===== config.mk =====
export PLATFORM = sky130hd
export DESIGN_NAME = kb_key_sched
export DESIGN_NICKNAME = d
export VERILOG_FILES = /design/src/rtl/kb_key_sched.sv
export SDC_FILE = /design/constraint.sdc
export NUM_CORES = 1
export LEC_CHECK = 0
export BUFFER_PORTS_ARGS = -buffer_cell sky130_fd_sc_hd__clkbuf_2
export CELL_PAD_IN_SITES_DETAIL_PLACEMENT = 1
export CELL_PAD_IN_SITES_GLOBAL_PLACEMENT = 1
export CORE_AREA = 2 2 95 51
export DETAILED_ROUTE_END_ITERATION = 8
export DIE_AREA = 0 0 97 53
export GPL_ROUTABILITY_DRIVEN = 0
export PLACE_DENSITY = 0.8
export SYNTH_ARGS = -nofsm -noshare
export SYNTH_HDL_FRONTEND = slang
export SYNTH_SLANG_ARGS = --single-unit

===== constraint.sdc =====
create_clock -name clk -period 4 [get_ports clk]
set_input_delay 0.2 -clock clk [delete_from_list [all_inputs] [get_ports clk]]
set_output_delay 0.2 -clock clk [all_outputs]
set_load 0.02 [all_outputs]

===== src/rtl/kb_key_sched.sv =====
// kb_key_sched: captures released-key codes from the PS/2 code path into a small FIFO and
// hands them to two consumers round-robin. Optional repeat filter: KB_SCHED_REPEAT_FILTER_EN.
module kb_key_sched #(
    parameter int unsigned DEPTH_LOG2  = 2,
    parameter int unsigned HOLDOFF_CYC = 50000
) (
    input  logic                clk,
    input  logic                reset,
    input  logic                kb_listo,
    input  logic [7:0]          kb_key_code,
    output logic                kb_var,
    input  logic                req0,
    input  logic                req1,
    output logic                gnt0,
    output logic                gnt1,
    output logic [7:0]          key_out,
    output logic [DEPTH_LOG2:0] fifo_count,
    output logic                overflow,
    input  logic                ovf_clr
);
    localparam int unsigned         DEPTH     = 1 << DEPTH_LOG2;
    localparam logic [DEPTH_LOG2:0] DEPTH_CNT = (DEPTH_LOG2 + 1)'(DEPTH);
    localparam logic [DEPTH_LOG2:0] CNT_ONE   = (DEPTH_LOG2 + 1)'(1);
    localparam logic [DEPTH_LOG2-1:0] PTR_ONE = (DEPTH_LOG2)'(1);

    // The repeat-filter counter is 16 bits wide; larger windows cannot be represented.
    if (HOLDOFF_CYC > 65535) begin : g_holdoff_range
        $error("HOLDOFF_CYC must fit in 16 bits");
    end

    typedef enum logic [1:0] {
        ST_IDLE,
        ST_ACK,
        ST_WAIT_LOW
    } cap_state_e;

    cap_state_e            state_q;
    logic                  kb_var_q;
    logic                  gnt0_q;
    logic                  gnt1_q;
    logic                  overflow_q;
    logic                  rr_q;
    logic [7:0]            key_out_q;
    logic [DEPTH_LOG2:0]   count_q;
    logic [DEPTH_LOG2:0]   count_d;
    logic [DEPTH_LOG2-1:0] wr_ptr_q;
    logic [DEPTH_LOG2-1:0] rd_ptr_q;
    logic [7:0]            mem_q [DEPTH];

    logic pop;
    logic pop_side;
    logic push_req;
    logic has_room;
    logic repeat_drop;
    logic push_ok;
    logic push_drop;

    // NOTE: every signal assigned in always_comb gets a default first, so no latch is inferred.
    always_comb begin
        pop       = (count_q != '0) && (req0 || req1);
        // A lone requester always wins; with both high, rr_q picks the side (0 = req0).
        pop_side  = req1 && (!req0 || rr_q);
        push_req  = (state_q == ST_IDLE) && kb_listo;
        has_room  = (count_q < DEPTH_CNT) || pop;
        push_ok   = push_req && !repeat_drop && has_room;
        push_drop = push_req && !repeat_drop && !has_room;
        count_d   = count_q;
        if (push_ok && !pop) begin
            count_d = count_q + CNT_ONE;
        end else if (!push_ok && pop) begin
            count_d = count_q - CNT_ONE;
        end
    end

`ifdef KB_SCHED_REPEAT_FILTER_EN
    localparam logic [15:0] HOLDOFF = 16'(HOLDOFF_CYC);

    logic [7:0]  last_code_q;
    logic [15:0] hold_cnt_q;
    logic [15:0] hold_cnt_d;

    assign repeat_drop = (kb_key_code == last_code_q) && (hold_cnt_q < HOLDOFF);

    always_comb begin
        hold_cnt_d = hold_cnt_q;
        if (push_ok) begin
            hold_cnt_d = '0;
        end else if (hold_cnt_q < HOLDOFF) begin
            hold_cnt_d = hold_cnt_q + 16'd1;
        end
    end

    // Reset leaves the window already expired so the very first code is never filtered.
    always_ff @(posedge clk or negedge reset) begin
        if (!reset) begin
            last_code_q <= 8'h00;
            hold_cnt_q  <= HOLDOFF;
        end else begin
            hold_cnt_q <= hold_cnt_d;
            if (push_ok) begin
                last_code_q <= kb_key_code;
            end
        end
    end
`else
    assign repeat_drop = 1'b0;
`endif

    // NOTE: sequential state uses non-blocking assignments so every flop samples pre-edge values.
    always_ff @(posedge clk or negedge reset) begin
        if (!reset) begin
            state_q    <= ST_IDLE;
            kb_var_q   <= 1'b0;
            gnt0_q     <= 1'b0;
            gnt1_q     <= 1'b0;
            key_out_q  <= 8'h00;
            count_q    <= '0;
            wr_ptr_q   <= '0;
            rd_ptr_q   <= '0;
            rr_q       <= 1'b0;
            overflow_q <= 1'b0;
        end else begin
            kb_var_q <= 1'b0;
            case (state_q)
                ST_IDLE: begin
                    if (kb_listo) begin
                        state_q  <= ST_ACK;
                        kb_var_q <= 1'b1;
                    end
                end
                ST_ACK:      state_q <= ST_WAIT_LOW;
                ST_WAIT_LOW: begin
                    if (!kb_listo) begin
                        state_q <= ST_IDLE;
                    end
                end
                default:     state_q <= ST_IDLE;
            endcase

            gnt0_q <= pop && !pop_side;
            gnt1_q <= pop && pop_side;
            if (pop) begin
                key_out_q <= mem_q[rd_ptr_q];
                rd_ptr_q  <= rd_ptr_q + PTR_ONE;
                rr_q      <= !pop_side;
            end
            if (push_ok) begin
                wr_ptr_q <= wr_ptr_q + PTR_ONE;
            end
            count_q    <= count_d;
            overflow_q <= push_drop || (overflow_q && !ovf_clr);
        end
    end

    // NOTE: storage has no reset; the pointers and count alone define which entries are valid.
    always_ff @(posedge clk) begin
        if (push_ok) begin
            mem_q[wr_ptr_q] <= kb_key_code;
        end
    end

    assign kb_var     = kb_var_q;
    assign gnt0       = gnt0_q;
    assign gnt1       = gnt1_q;
    assign key_out    = key_out_q;
    assign fifo_count = count_q;
    assign overflow   = overflow_q;

endmodule

==> results.sh <==
export IMPL_arrival_ps=2640
export IMPL_final_nets=165
export IMPL_grt_pass1_vias=1161
export IMPL_htree_levels=2
export IMPL_synthCells=112
export IMPL_rsz0062_at_grt="false"
export IMPL_numCtsBuffers=5
export IMPL_grt_total_usage_pct=16.65
export IMPL_clock_sinks=54
export IMPL_holdCritPathClass="in -> reg"
export IMPL_antennaDiodeCount=0
export IMPL_ios=29
export IMPL_io_buffers=28
export IMPL_setup_viol=0
export IMPL_avgSynthCellArea_sq_um=19.04
export IMPL_row_count=17
export IMPL_irDropWorstVdd_mv=0.2406
export IMPL_clk_pin_slew_ps=90
export IMPL_max_slew_margin_pct=57.12
export IMPL_min_period_ps=2404
export IMPL_synth_seq_cells=54
export IMPL_num_fill_cells=402
export IMPL_path_common_cell="xor2_1"
export IMPL_core_area_sq_um=4275
export IMPL_slew_viol_final=0
export IMPL_drc=0
export IMPL_yosysSeqAreaShare_pct=70.89
export IMPL_overflow=0
export IMPL_cts_buffer_depth=2
export IMPL_final_setup_skew_ps=7.163
export IMPL_antenna_found_initial=0
export IMPL_die_area_sq_um=5141
export IMPL_areaGrowthSynthToFinish_pct=14.44
export IMPL_final_core_util_pct=57.07
export IMPL_synthFlopType="edfxtp_1"
export IMPL_tightest_slew_ps=643.2
export IMPL_r2r_end="fifo_count[2]"
export IMPL_cp_cell_sequence="o32ai_4 -> ha_1 -> inv_1 -> fa_1 -> xor2_1 -> nor2_1 -> xor2_1"
export IMPL_netlist_area_sq_um=2132
export IMPL_holdPathEnd="overflow"
export IMPL_critPathKind="reg -> reg"
export IMPL_timing_final_crit_share_pct=60.11
export IMPL_crit_path_max_fanout=13
export IMPL_critPathLaunchType="flip-flop"
export IMPL_wl_microns=3700
export IMPL_cp_slowest_cell="o32ai_4"
export IMPL_grt_max_degree=23
export IMPL_reg2reg_slack_ps=1600
export IMPL_first_pass_iters=4
export IMPL_p_leak_nw=0.9630
export IMPL_ant_nets=0
export IMPL_synth_edff_count=32
export IMPL_initial_core_util_pct=49.87
export IMPL_clock_fmax_mhz=415.9
export IMPL_cellPowerDensity_nw_per_um2=742.5
export IMPL_cts_tree="yes"
export IMPL_die_x_microns=97
export IMPL_ys_async_sr_fraction_pct=40.74
export IMPL_chipHeight_microns=53
export IMPL_final_setup_tns_ps=0
export IMPL_end_kind="flip-flop"
export IMPL_status="completed"
export IMPL_hp_start="ovf_clr"
export IMPL_hpwl_microns=2639
export IMPL_min_path_cells=2
export IMPL_hold_violations=0
export IMPL_required_ps=4230
export IMPL_r2r_cells=7
export IMPL_clock_latency_ps=310
export IMPL_cts_root_buf="clkbuf_8"
export IMPL_final_cells=203
export IMPL_grt_pass1_wl_microns=6113
export IMPL_ys_types=25
export IMPL_place_inst=194
export IMPL_cts_resized_gates=0
export IMPL_slowest_delay_ps=640
export IMPL_wl_per_cell_microns=18.23
export IMPL_synth_nets=132
export IMPL_layout_drive_gt1_share_pct=39.04
export IMPL_vias=1039
export IMPL_synth_warnings=0
export IMPL_initialDrtViolationCount=32
export IMPL_maxCapViolCount=0
export IMPL_avgViaCountPerCell=5.118
export IMPL_r2r_start="fifo_count[0]"
==> layout by cell type, fill, tap and decap left out <==
master,Yosys,final
nor2_1,3,3
a21oi_1,1,1
edfxtp_1,32,32
mux2_4,1,1
fa_1,1,1
and2_1,4,4
a21boi_2,1,1
nand3_1,2,2
a21o_1,1,1
nand2b_1,1,1
dfrtp_1,22,22
o32ai_4,1,1
nor3b_1,1,1
xor2_1,3,3
mux2_2,9,9
nor3b_2,1,1
clkbuf_8,0,5
bufinv_16,0,1
o311a_1,1,1
clkinv_2,0,2
clkbuf_2,0,28
inv_1,6,6
xnor2_1,3,3
dlygate4sd3_1,0,1
mux4_2,8,8
ha_1,5,5
o21ai_0,2,2
==> worst max-delay path by stage <==
| stage | from | to | slack (ps) | cells past startpoint |
|---|---|---|---|---|
| floorplan | fifo_count[0] | fifo_count[2] | 1840 | 8 |
| global placement | fifo_count[0] | fifo_count[2] | 1720 | 7 |
| detailed placement | fifo_count[0] | fifo_count[2] | 1590 | 7 |
| CTS | fifo_count[0] | fifo_count[2] | 1550 | 7 |
| global route | fifo_count[0] | fifo_count[2] | 1420 | 7 |
| finish | fifo_count[0] | fifo_count[2] | 1600 | 7 |
==> cells by family after synthesis <==
family	synth area share, %
DFF	70.89
muxes	13.91
and+or+nand+nor	3.404
buffers and inverters	2.113
AOI/OAI and AO/OA	3.345
xor gates and xnor gates	2.465
adders and majority gates	3.873
==> worst max-delay path: cells and delay by family, from the launching register on <==
family          cells  cell delay [ps]
flops               1              490
simple gates        1              120
compound gates      1              640
fa+ha+maj           2              680
xor+xnor            2              330
buf+inv             1               70
==> registers in the layout (all words and copies together), names as in the netlist <==
signal and count:
fifo_count 3, gnt0 1, gnt1 1, kb_var 1, key_out 8, mem_q 32
overflow 1, rd_ptr_q 2, rr_q 1, state_q 2, wr_ptr_q 2
==> what timing repair did <==
action,CTS,global route
setup buffers,0,0
hold buffers,1,0
endpoints found under the hold margin,22,0
endpoints found under the setup margin,0,0
==> metal layers <==
layer / GRT usage (%) / vias to the layer above / part of all wire [%]
met5: 0 / - / 0
met4: 6.808 / 0 / 1.3
met3: 4.491 / 5 / 3.0
met2: 26.85 / 16 / 49
met1: 21.98 / 533 / 46
li1: - / 485 / -
==> metrics by stage <==
step	worst slack (ps)	area [sq um]	power [W]	hold WS, ps
4_1_cts	1549	2440	0.001836	56.10
2_1_floorplan	1841	2132	0.001301	-95.59
6_report	1596	2440	0.001812	66.18
3_3_place_gp	1717	2321	0.001434	202.8
3_5_place_dp	1588	2321	0.001477	228.4
5_1_grt	1424	2440	0.001915	68.87
==> cell usage after synthesis (2+ instances only) <==
library cell / count / area share, %
nand3_1: 2 / 0.47
xnor2_1: 3 / 1.2
nor2_1: 3 / 0.53
dfrtp_1: 22 / 26
mux4_2: 8 / 8.5
inv_1: 6 / 1.1
edfxtp_1: 32 / 45
ha_1: 5 / 2.9
and2_1: 4 / 1.2
o21ai_0: 2 / 0.47
xor2_1: 3 / 1.2
mux2_2: 9 / 4.8
==> where the power goes <==
part           internal (W)  switching (W)
registers          0.000748       0.000145
clock network      0.000184       0.000174
logic              0.000280       0.000280
==> final cells by class <==
class	count	area [sq um]	share of cell area (%)
repair buffers	29	150.1	6.154
multi-input cells	49	575.6	23.59
flip-flops and latches	54	1511	61.95
inverters	6	22.52	0.9231
clock buffers	5	68.82	2.821
clock inverters	3	40.04	1.641
well taps	57	71.32	2.923
Note: power is estimated with default switching activity, not from simulation.
